## src/rtl/mips_multicycle_ctrl_if.sv

```systemverilog
// Control/status bundle between the multicycle MIPS controller and its datapath.
// The master side is the controller; the slave side is the datapath or a bench.
interface mips_multicycle_ctrl_if #(
    parameter int ADDR_W = 32
);
    logic [5:0]        opcode;
    logic [5:0]        funct;
    logic              zero;
    logic              mem_ready;

    logic              pc_en;
    logic              ir_write;
    logic              i_or_d;
    logic              mem_read;
    logic              mem_write;
    logic              mem_to_reg;
    logic              reg_write;
    logic              alu_src_a;
    logic [1:0]        reg_dst;
    logic [1:0]        alu_src_b;
    logic [1:0]        alu_op;
    logic [1:0]        pc_source;

    logic [3:0]        state;
    logic              illegal;
    logic              instr_retired;
    logic [ADDR_W-1:0] retired_count;

    modport master (
        input  opcode, funct, zero, mem_ready,
        output pc_en, ir_write, i_or_d, mem_read, mem_write, mem_to_reg, reg_write,
               alu_src_a, reg_dst, alu_src_b, alu_op, pc_source,
               state, illegal, instr_retired, retired_count
    );

    modport slave (
        output opcode, funct, zero, mem_ready,
        input  pc_en, ir_write, i_or_d, mem_read, mem_write, mem_to_reg, reg_write,
               alu_src_a, reg_dst, alu_src_b, alu_op, pc_source,
               state, illegal, instr_retired, retired_count
    );
endinterface

```

## src/rtl/mips_multicycle_ctrl.sv

```systemverilog
// Moore-style multicycle MIPS control FSM with a sticky illegal-opcode flag
// and a retired-instruction counter.
module mips_multicycle_ctrl #(
    parameter int ADDR_W = 32
) (
    input  logic                   clk,
    input  logic                   rst_n,
    mips_multicycle_ctrl_if.master bus
);

    typedef enum logic [3:0] {
        FETCH    = 4'd0,
        DECODE   = 4'd1,
        MEM_ADDR = 4'd2,
        MEM_RD   = 4'd3,
        MEM_WB   = 4'd4,
        MEM_WR   = 4'd5,
        R_EXEC   = 4'd6,
        R_WB     = 4'd7,
        BRANCH   = 4'd8,
        JUMP     = 4'd9,
        I_EXEC   = 4'd10,
        I_WB     = 4'd11,
        JR       = 4'd12,
        HALT     = 4'd13
    } state_t;

    state_t            state_q, state_d;
    logic [5:0]        op_q;
    logic              is_bne_q;
    logic              illegal_q;
    logic              retired_q;
    logic [ADDR_W-1:0] count_q;
    logic              retire;

    // An instruction retires on every return to FETCH; a FETCH stall does not count.
    assign retire = (state_d == FETCH) && (state_q != FETCH);

    // NOTE: sequential state uses non-blocking assignments so every register
    // samples the pre-edge values regardless of statement order.
    always_ff @(posedge clk) begin
        if (!rst_n) begin
            state_q   <= FETCH;
            op_q      <= '0;
            is_bne_q  <= 1'b0;
            illegal_q <= 1'b0;
            retired_q <= 1'b0;
            count_q   <= '0;
        end else begin
            state_q   <= state_d;
            retired_q <= retire;
            if (retire) begin
                count_q <= count_q + ADDR_W'(1);
            end
            if (state_d == HALT) begin
                illegal_q <= 1'b1;
            end
            if (state_q == DECODE) begin
                op_q     <= bus.opcode;
                is_bne_q <= (bus.opcode == 6'h05);
            end
        end
    end

    // NOTE: every output and state_d gets a default first so no path through
    // the case statement can infer a latch.
    always_comb begin
        state_d        = state_q;
        bus.pc_en      = 1'b0;
        bus.ir_write   = 1'b0;
        bus.i_or_d     = 1'b0;
        bus.mem_read   = 1'b0;
        bus.mem_write  = 1'b0;
        bus.mem_to_reg = 1'b0;
        bus.reg_write  = 1'b0;
        bus.alu_src_a  = 1'b0;
        bus.reg_dst    = 2'b00;
        bus.alu_src_b  = 2'b00;
        bus.alu_op     = 2'b00;
        bus.pc_source  = 2'b00;

        unique case (state_q)
            FETCH: begin
                bus.mem_read  = 1'b1;
                bus.alu_src_b = 2'b01;
                if (bus.mem_ready) begin
                    bus.ir_write = 1'b1;
                    bus.pc_en    = 1'b1;
                    state_d      = DECODE;
                end
            end
            DECODE: begin
                bus.alu_src_b = 2'b11;
                unique case (bus.opcode)
                    6'h00:                      state_d = (bus.funct == 6'h08) ? JR : R_EXEC;
                    6'h23, 6'h2B:               state_d = MEM_ADDR;
                    6'h04, 6'h05:               state_d = BRANCH;
                    6'h02, 6'h03:               state_d = JUMP;
                    6'h08, 6'h0A, 6'h0C, 6'h0D: state_d = I_EXEC;
                    default:                    state_d = HALT;
                endcase
            end
            MEM_ADDR: begin
                bus.alu_src_a = 1'b1;
                bus.alu_src_b = 2'b10;
                state_d       = (op_q == 6'h23) ? MEM_RD : MEM_WR;
            end
            MEM_RD: begin
                bus.mem_read = 1'b1;
                bus.i_or_d   = 1'b1;
                if (bus.mem_ready) state_d = MEM_WB;
            end
            MEM_WB: begin
                bus.reg_write  = 1'b1;
                bus.mem_to_reg = 1'b1;
                state_d        = FETCH;
            end
            MEM_WR: begin
                bus.mem_write = 1'b1;
                bus.i_or_d    = 1'b1;
                if (bus.mem_ready) state_d = FETCH;
            end
            R_EXEC: begin
                bus.alu_src_a = 1'b1;
                bus.alu_op    = 2'b10;
                state_d       = R_WB;
            end
            R_WB: begin
                bus.reg_write = 1'b1;
                bus.reg_dst   = 2'b01;
                state_d       = FETCH;
            end
            I_EXEC: begin
                bus.alu_src_a = 1'b1;
                bus.alu_src_b = 2'b10;
                bus.alu_op    = 2'b11;
                state_d       = I_WB;
            end
            I_WB: begin
                bus.reg_write = 1'b1;
                state_d       = FETCH;
            end
            BRANCH: begin
                // bne inverts the sense of the ALU zero flag.
                bus.alu_src_a = 1'b1;
                bus.alu_op    = 2'b01;
                bus.pc_source = 2'b01;
                bus.pc_en     = bus.zero ^ is_bne_q;
                state_d       = FETCH;
            end
            JUMP: begin
                bus.pc_en     = 1'b1;
                bus.pc_source = 2'b10;
                if (op_q == 6'h03) begin
                    // jal: the ALU forms PC+4 for the link write to r31.
                    bus.reg_write = 1'b1;
                    bus.reg_dst   = 2'b10;
                    bus.alu_src_b = 2'b01;
                end
                state_d = FETCH;
            end
            JR: begin
                bus.pc_en     = 1'b1;
                bus.pc_source = 2'b11;
                state_d       = FETCH;
            end
            HALT:    state_d = HALT;
            default: state_d = HALT;
        endcase

        // Reset kills every strobe so an aborted instruction leaves no side effect.
        if (!rst_n) begin
            bus.pc_en     = 1'b0;
            bus.ir_write  = 1'b0;
            bus.mem_read  = 1'b0;
            bus.mem_write = 1'b0;
            bus.reg_write = 1'b0;
        end
    end

    assign bus.state         = state_q;
    assign bus.illegal       = illegal_q;
    assign bus.instr_retired = retired_q;
    assign bus.retired_count = count_q;

endmodule

```

## src/flat_wrapper.sv

```systemverilog
// flat-port wrapper written by rule: the top's interface ports become plain ports
module mips_multicycle_ctrl_flat 
#(
    parameter int ADDR_W = 32
)
  (clk, rst_n, bus_opcode, bus_funct, bus_zero, bus_mem_ready, bus_pc_en, bus_ir_write, bus_i_or_d, bus_mem_read, bus_mem_write, bus_mem_to_reg, bus_reg_write, bus_alu_src_a, bus_reg_dst, bus_alu_src_b, bus_alu_op, bus_pc_source, bus_state, bus_illegal, bus_instr_retired, bus_retired_count);
  mips_multicycle_ctrl_if #(.ADDR_W(ADDR_W)) bus_i ();
  input  logic clk;
  input  logic rst_n;
  input wire logic [$bits(bus_i.opcode)-1:0] bus_opcode;
  input wire logic [$bits(bus_i.funct)-1:0] bus_funct;
  input wire logic [$bits(bus_i.zero)-1:0] bus_zero;
  input wire logic [$bits(bus_i.mem_ready)-1:0] bus_mem_ready;
  output wire logic [$bits(bus_i.pc_en)-1:0] bus_pc_en;
  output wire logic [$bits(bus_i.ir_write)-1:0] bus_ir_write;
  output wire logic [$bits(bus_i.i_or_d)-1:0] bus_i_or_d;
  output wire logic [$bits(bus_i.mem_read)-1:0] bus_mem_read;
  output wire logic [$bits(bus_i.mem_write)-1:0] bus_mem_write;
  output wire logic [$bits(bus_i.mem_to_reg)-1:0] bus_mem_to_reg;
  output wire logic [$bits(bus_i.reg_write)-1:0] bus_reg_write;
  output wire logic [$bits(bus_i.alu_src_a)-1:0] bus_alu_src_a;
  output wire logic [$bits(bus_i.reg_dst)-1:0] bus_reg_dst;
  output wire logic [$bits(bus_i.alu_src_b)-1:0] bus_alu_src_b;
  output wire logic [$bits(bus_i.alu_op)-1:0] bus_alu_op;
  output wire logic [$bits(bus_i.pc_source)-1:0] bus_pc_source;
  output wire logic [$bits(bus_i.state)-1:0] bus_state;
  output wire logic [$bits(bus_i.illegal)-1:0] bus_illegal;
  output wire logic [$bits(bus_i.instr_retired)-1:0] bus_instr_retired;
  output wire logic [$bits(bus_i.retired_count)-1:0] bus_retired_count;
  assign bus_i.opcode = bus_opcode;
  assign bus_i.funct = bus_funct;
  assign bus_i.zero = bus_zero;
  assign bus_i.mem_ready = bus_mem_ready;
  assign bus_pc_en = bus_i.pc_en;
  assign bus_ir_write = bus_i.ir_write;
  assign bus_i_or_d = bus_i.i_or_d;
  assign bus_mem_read = bus_i.mem_read;
  assign bus_mem_write = bus_i.mem_write;
  assign bus_mem_to_reg = bus_i.mem_to_reg;
  assign bus_reg_write = bus_i.reg_write;
  assign bus_alu_src_a = bus_i.alu_src_a;
  assign bus_reg_dst = bus_i.reg_dst;
  assign bus_alu_src_b = bus_i.alu_src_b;
  assign bus_alu_op = bus_i.alu_op;
  assign bus_pc_source = bus_i.pc_source;
  assign bus_state = bus_i.state;
  assign bus_illegal = bus_i.illegal;
  assign bus_instr_retired = bus_i.instr_retired;
  assign bus_retired_count = bus_i.retired_count;
  mips_multicycle_ctrl #(.ADDR_W(ADDR_W)) u_core (.clk(clk), .rst_n(rst_n), .bus(bus_i));
endmodule
```

## config.mk

```make
export PLATFORM = sky130hd
export DESIGN_NAME = mips_multicycle_ctrl_flat
export DESIGN_NICKNAME = d
export VERILOG_FILES = /design/src/rtl/mips_multicycle_ctrl_if.sv /design/src/rtl/mips_multicycle_ctrl.sv /design/src/flat_wrapper.sv
export SDC_FILE = /design/constraint.sdc
export NUM_CORES = 1
export LEC_CHECK = 0
export CORE_MARGIN = 10
export CORE_UTILIZATION = 35
export CTS_CLUSTER_DIAMETER = 80
export DETAILED_ROUTE_END_ITERATION = 8
export PLACE_DENSITY = 0.7
export SLEW_MARGIN = 10
export SYNTH_ARGS = -nofsm -noshare
export SYNTH_HDL_FRONTEND = slang
export SYNTH_SLANG_ARGS = --single-unit
```

## constraint.sdc

```tcl
create_clock -name clk -period 7 [get_ports clk]
set_clock_uncertainty 0.2 [all_clocks]
set_input_delay 1.4 -clock clk [delete_from_list [all_inputs] [get_ports clk]]
set_output_delay 1.4 -clock clk [all_outputs]
set_load 0.02 [all_outputs]
```

# Word-level counts from Yosys, hierarchy flattened
# Index checks and enable logic that the tools add are counted.
# classes
add_sub_neg	1
n_eq_ne	26
mux	28
n_bitwise	1
reduce_logical	16
# op_table
cell	n
adder 32 x 1 -> 32 bit (second input constant)	1
case mux 4 bit (8 select lines)	1
== test 6 x 4 -> 1 bit (second input constant)	5
== test 4 bit (second input constant)	6
case mux 4 bit (5 select lines)	1
== test 6 x 2 -> 1 bit (second input constant)	3
== test 6 bit (second input constant)	3
== test 4 x 3 -> 1 bit (second input constant)	4
two-way mux 4 bit	4
two-way mux 1 bit	14
OR reduction 2 bit	7
== test 6 x 3 -> 1 bit (second input constant)	2
case mux 2 bit (3 select lines)	2
== test 4 x 2 -> 1 bit (second input constant)	2
logical NOT 4 bit	2
case mux 2 bit (4 select lines)	1
OR reduction 4 bit	2
logical NOT 6 bit	1
OR reduction 6 bit	1
== test 4 x 1 -> 1 bit (second input constant)	1
case mux 2 bit (2 select lines)	1
nonzero test 4 bit	1
two-way mux 3 bit	1
case mux 1 bit (3 select lines)	1
5 further kinds	5
# word_totals
ff_bits	45
inputBits	16
output_inout_bits	54
elab_cells	78

# Depth between registers and ports, before layout
# logic_depth
word_depth	6
mapped_depth	9
depth_no_buf	6

# Least setup slack after synthesis
# No wires, ideal clock.
# synth_path
path_kind	input to output
start	input port rst_n
end	output port bus_mem_read
t_arrival_ns	2.346
required_ns	5.400
slack_ns	3.054
cell_stages	3
path_buffers	1
path_cell_list	inv_1 > clkbuf_1 > nor4_1
# synth_via
elab_chain_len	1
# synth_lines
item	line_no	source
start, declared	flat_wrapper.sv:9	input logic rst_n;
two-way mux 1 bit	mips_multicycle_ctrl.sv:172	if (!rst_n) begin
end, declared	flat_wrapper.sv:17	output wire logic [$bits(bus_i.mem_read)-1:0] bus_mem_read;
# No other way between the ends.

# Worst setup path after layout
# layout_path
start	input port rst_n
end	output port bus_reg_write
# layout_via
elab_chain_len	1
# layout_lines
item	line_no	source
two-way mux 1 bit	mips_multicycle_ctrl.sv:172	
end, declared	flat_wrapper.sv:20	output wire logic [$bits(bus_i.reg_write)-1:0] bus_reg_write;
# No other way between the ends.

==> metrics.md <==
| Metric | Value |
|---|---|
| Crit path launch type | `input port` |
| Syn nets | `around 370` |
| Class of the most critical setup path | `input port to primary output` |
| Peak per-stage delay on the critical path | `between 0.9 and 1 ns` |
| Top Metal Used | `met4` |
| Number of global-route vias before repair | `2555` |
| Clock root buffer | `sky130_fd_sc_hd__clkbuf_8` |
| Internal portion of total power | `0.432 mW` |
| Std cell rows | `31` |
| Global-route wire length before repair | `about 13 mm` |
| CTS resizes | `0` |
| Latest clock arrival within the worst-skew pair | `around 0.3 ns` |
| Clk pin slew, worst setup/hold paths | `0.08 ns` |
| Fraction of power spent switching nets | `0.307` |
| Die height | `108 um` |
| Worst setup EP type | `primary output` |
| Total Die Area | `0.0116 sq mm` |
| CTS Hold Bufs | `0` |
| CTS tree | `built` |
| Total Nets Final | `~420` |
| Cell type group with the largest total delay on the critical path | `buffers and inverters` |
| Final slew viol count | `0` |
| IR Drop Worst-Case VDD | `0.0910 mV` |
| Unrepaired setup endpoints after global routing | `no` |
| Count of antenna diodes in the layout | `0` |
| Period utilisation layout | `0.732` |
| Share of post-route cells with drive strength above 1 | `0.0323` |
| Post-detailed-route wirelength per cell | `15.7 um` |
| Peak Freq | `195 MHz` |
| Count of nets left with antenna violations after detail routing | `0` |
| Sw Pwr | `0.192 mW` |
| Global placer's final weighted congestion | `0.820` |
| Count of clock tree sinks | `45` |
| Leading register cell type out of synthesis | `sky130_fd_sc_hd__dfxtp_1` |
| Logic gate share of total power | `0.228` |
| Final Setup Violations | `0` |
| Maximum number of buffers from clock root to sink | `2` |
| Register share of total power | `0.446` |
| Ports placed on the boundary | `70` |
| Leakage Power | `1.08 nW` |
| Part of the Yosys area used for sequential elements | `0.333` |
| Required @ worst endpoint | `approximately 5.4 ns` |
| Post-detail-place hpwl | `5.71 mm` |
| H-tree lvl count | `2` |
| Total global routing track utilization | `0.131` |
| Synthesized area divided by synthesized cell count | `7.75 sq um` |
| Total wire length | `between 7 and 8 mm` |
| Mean number of vias per cell | `around 5.7` |
| Final global-route overflow total | `0` |
| Length of routed met3 wiring | `511 um` |
| DRC marker count from the first detailed-route iteration | `153` |
| Class of the tightest hold or removal check | `flip-flop to flip-flop` |
| Number of distinct library cells after synthesis | `45` |
| Rel. slew slack | `0.266` |
| Layout area overhead | `30.7%` |
| Async S/R FF share, synth | `0` |
| Pwr/cell area | `176 mW/mm^2` |
| Worst-margin pin slew | `1.10 ns` |
| Total negative slack | `0 ns` |
| Total of flip-flops plus latches after synthesis | `45` |
| Antenna violations before repair | `0` |
| Number of maximum-capacitance violations | `0` |
| WP data arrival | `3.52 ns` |
| Starting density of the core | `0.367` |
| Met1 Routed Length | `3.37 mm` |
| IO buf count | `69` |
| Proportion of power drawn by the clock network | `0.327` |
| Worst hold margin | `0.270 ns` |
| Status | `completed` |
| Die W | `approximately 110 um` |
| Count of endpoints failing hold in the final timing report | `0` |
| Total chip power | `0.623 mW` |
| Most common cell on crit path | `sky130_fd_sc_hd__clkdlybuf4s50_1` |
| Post-synthesis cell count | `349` |
| Largest fanout on the critical path | `37` |
| Number of setup buffers added after CTS | `0` |
| Number of search-and-repair iterations in the first detailed-routing pass | `6` |
| Number of buffers and inverters on the critical path | `4` |
| Master of the slowest instance on the critical path | `sky130_fd_sc_hd__clkdlybuf4s50_1` |
| Core area | `about 0.0074 sq mm` |
| Total number of vias | `2843` |
| Min Clock Period, post-route | `5.12 ns` |
| Detailed-routed wire length on met2 | `roughly 3.9 mm` |
| Yosys warns | `0` |
| Residual DRC count | `0` |
| Maximum number of pins on one net before global-route repair | `53` |
| Number of synthesized flops with an enable pin | `0` |
| Post-synthesis instance area | `about 0.0027 sq mm` |
| Cells traversed along the worst timing path | `clkdlybuf4s50_1 > inv_1 > buf_4 > nor2_1 > clkdlybuf4s50_1` |
| TritonCTS buffer count | `5` |
## power by group through the flow
| stage | logic (mW) | clock network (mW) | registers [mW] |
|---|---|---|---|
| 3_3_place_gp | 0.139 | 0 | 0.283 |
| 6_report | 0.142 | 0.204 | 0.278 |
| 5_1_grt | 0.155 | 0.217 | 0.280 |
| 3_5_place_dp | 0.142 | 0 | 0.284 |
| 4_1_cts | 0.142 | 0.208 | 0.278 |
| 2_1_floorplan | 0.0973 | 0 | 0.281 |
## cells by family after synthesis
group	Yosys count	synth area share
AO/OA/AOI/OAI	86	0.207
XOR/XNOR	2	0.00648
adder cells (fa/ha/maj)	1	0.00462
buffers and inverters	29	0.0467
flip-flops	45	0.333
multiplexers	9	0.0338
AND/OR/NAND/NOR	177	0.369
## flip-flops by register name, summed over array words and instances, names as in the netlist
signal,flops
u_core.bus.retired_count,32
u_core.op_q,6
u_core.bus.state,4
u_core.bus.illegal,1
u_core.bus.instr_retired,1
u_core.is_bne_q,1
## per-layer routing
| metal | vias up | track usage |
|---|---|---|
| met5 | - | 0 |
| met4 | 0 | 0.0439 |
| met3 | 7 | 0.0383 |
| met2 | 66 | 0.216 |
| met1 | 1356 | 0.158 |
| li1 | 1414 | - |
## placed cells by master, fill, tap and decap left out, types with 3 or more instances in the layout
master and count:
sky130_fd_sc_hd__nor4_1 9, sky130_fd_sc_hd__clkbuf_8 6, sky130_fd_sc_hd__a21oi_1 39, sky130_fd_sc_hd__nand4_1 10, sky130_fd_sc_hd__clkdlybuf4s50_1 69, sky130_fd_sc_hd__nand2_1 45, sky130_fd_sc_hd__and3_1 7, sky130_fd_sc_hd__or4_1 27
sky130_fd_sc_hd__dfxtp_1 45, sky130_fd_sc_hd__nor2b_1 7, sky130_fd_sc_hd__o21ai_0 3, sky130_fd_sc_hd__nor3_1 6, sky130_fd_sc_hd__o31ai_1 26, sky130_fd_sc_hd__and2_1 6, sky130_fd_sc_hd__o211ai_1 3, sky130_fd_sc_hd__inv_1 5
sky130_fd_sc_hd__nor4b_1 3, sky130_fd_sc_hd__or2_2 3, sky130_fd_sc_hd__nand3_1 9, sky130_fd_sc_hd__nor2_1 17, sky130_fd_sc_hd__nand2b_1 18, sky130_fd_sc_hd__mux2i_1 8
## per-stage QoR
stage / setup WS, ns / instances / utilization / area [sq um]
after CTS: 1.86 / 502 / 0.480 / 3540
after floorplan: 3.05 / 349 / - / 2710
final: 1.88 / 502 / 0.480 / 3540
after detailed placement: 1.88 / 494 / 0.464 / 3420
after global routing: 1.69 / 502 / 0.480 / 3540
after global placement: 1.91 / 494 / 0.464 / 3420
## synth_stat cells (3+ instances only)
library cell,n,area share
sky130_fd_sc_hd__o21ai_0,3,0.0055
sky130_fd_sc_hd__o31ai_1,26,0.072
sky130_fd_sc_hd__nor4b_1,3,0.0097
sky130_fd_sc_hd__nand3_1,9,0.017
sky130_fd_sc_hd__or4_1,27,0.075
sky130_fd_sc_hd__o211ai_1,3,0.0083
sky130_fd_sc_hd__nand2_1,45,0.062
sky130_fd_sc_hd__nor3_1,6,0.011
sky130_fd_sc_hd__and2_1,6,0.014
sky130_fd_sc_hd__nand4_1,10,0.023
sky130_fd_sc_hd__mux2i_1,8,0.030
sky130_fd_sc_hd__and3_1,7,0.016
sky130_fd_sc_hd__nor2b_1,7,0.016
sky130_fd_sc_hd__nor4_1,9,0.021
sky130_fd_sc_hd__a21oi_1,39,0.072
sky130_fd_sc_hd__or2_2,3,0.0069
sky130_fd_sc_hd__nand2b_1,18,0.042
sky130_fd_sc_hd__clkbuf_1,20,0.028
sky130_fd_sc_hd__inv_1,5,0.0069
sky130_fd_sc_hd__dfxtp_1,45,0.33
sky130_fd_sc_hd__nor2_1,17,0.024
## cell type report
cell class	count	area [sq um]
Inverter	5	18.8
Clock buffer	7	86.3
Tap cell	99	124
Fill cell	732	3830
Multi-Input combinational cell	275	1680
Timing Repair Buffer	70	698
Sequential cell	45	901
Clock inverter	1	30.0
## worst paths after layout
check / startpoint / endpoint / slack (ns) / cells past startpoint
setup / recovery: rst_n / bus_reg_write / 1.88 / 5
hold / removal: u_core.op_q[2] / u_core.op_q[2] / 0.27 / 2
setup reg to reg: u_core.bus.state[1] / u_core.bus.retired_count[13] / 3.61 / 6
hold reg to reg: u_core.op_q[2] / u_core.op_q[2] / 0.27 / 2
## worst register-to-register path: stages, from the launching register on
cell and delay (ns):
sky130_fd_sc_hd__dfxtp_1 0.64, sky130_fd_sc_hd__nor2b_1 0.21, sky130_fd_sc_hd__and2_1 0.37, sky130_fd_sc_hd__o211ai_1 0.23
sky130_fd_sc_hd__nand3_2 0.73, sky130_fd_sc_hd__or4_1 0.79, sky130_fd_sc_hd__a21oi_1 0.16
Note: power is estimated with default switching activity, not from simulation.
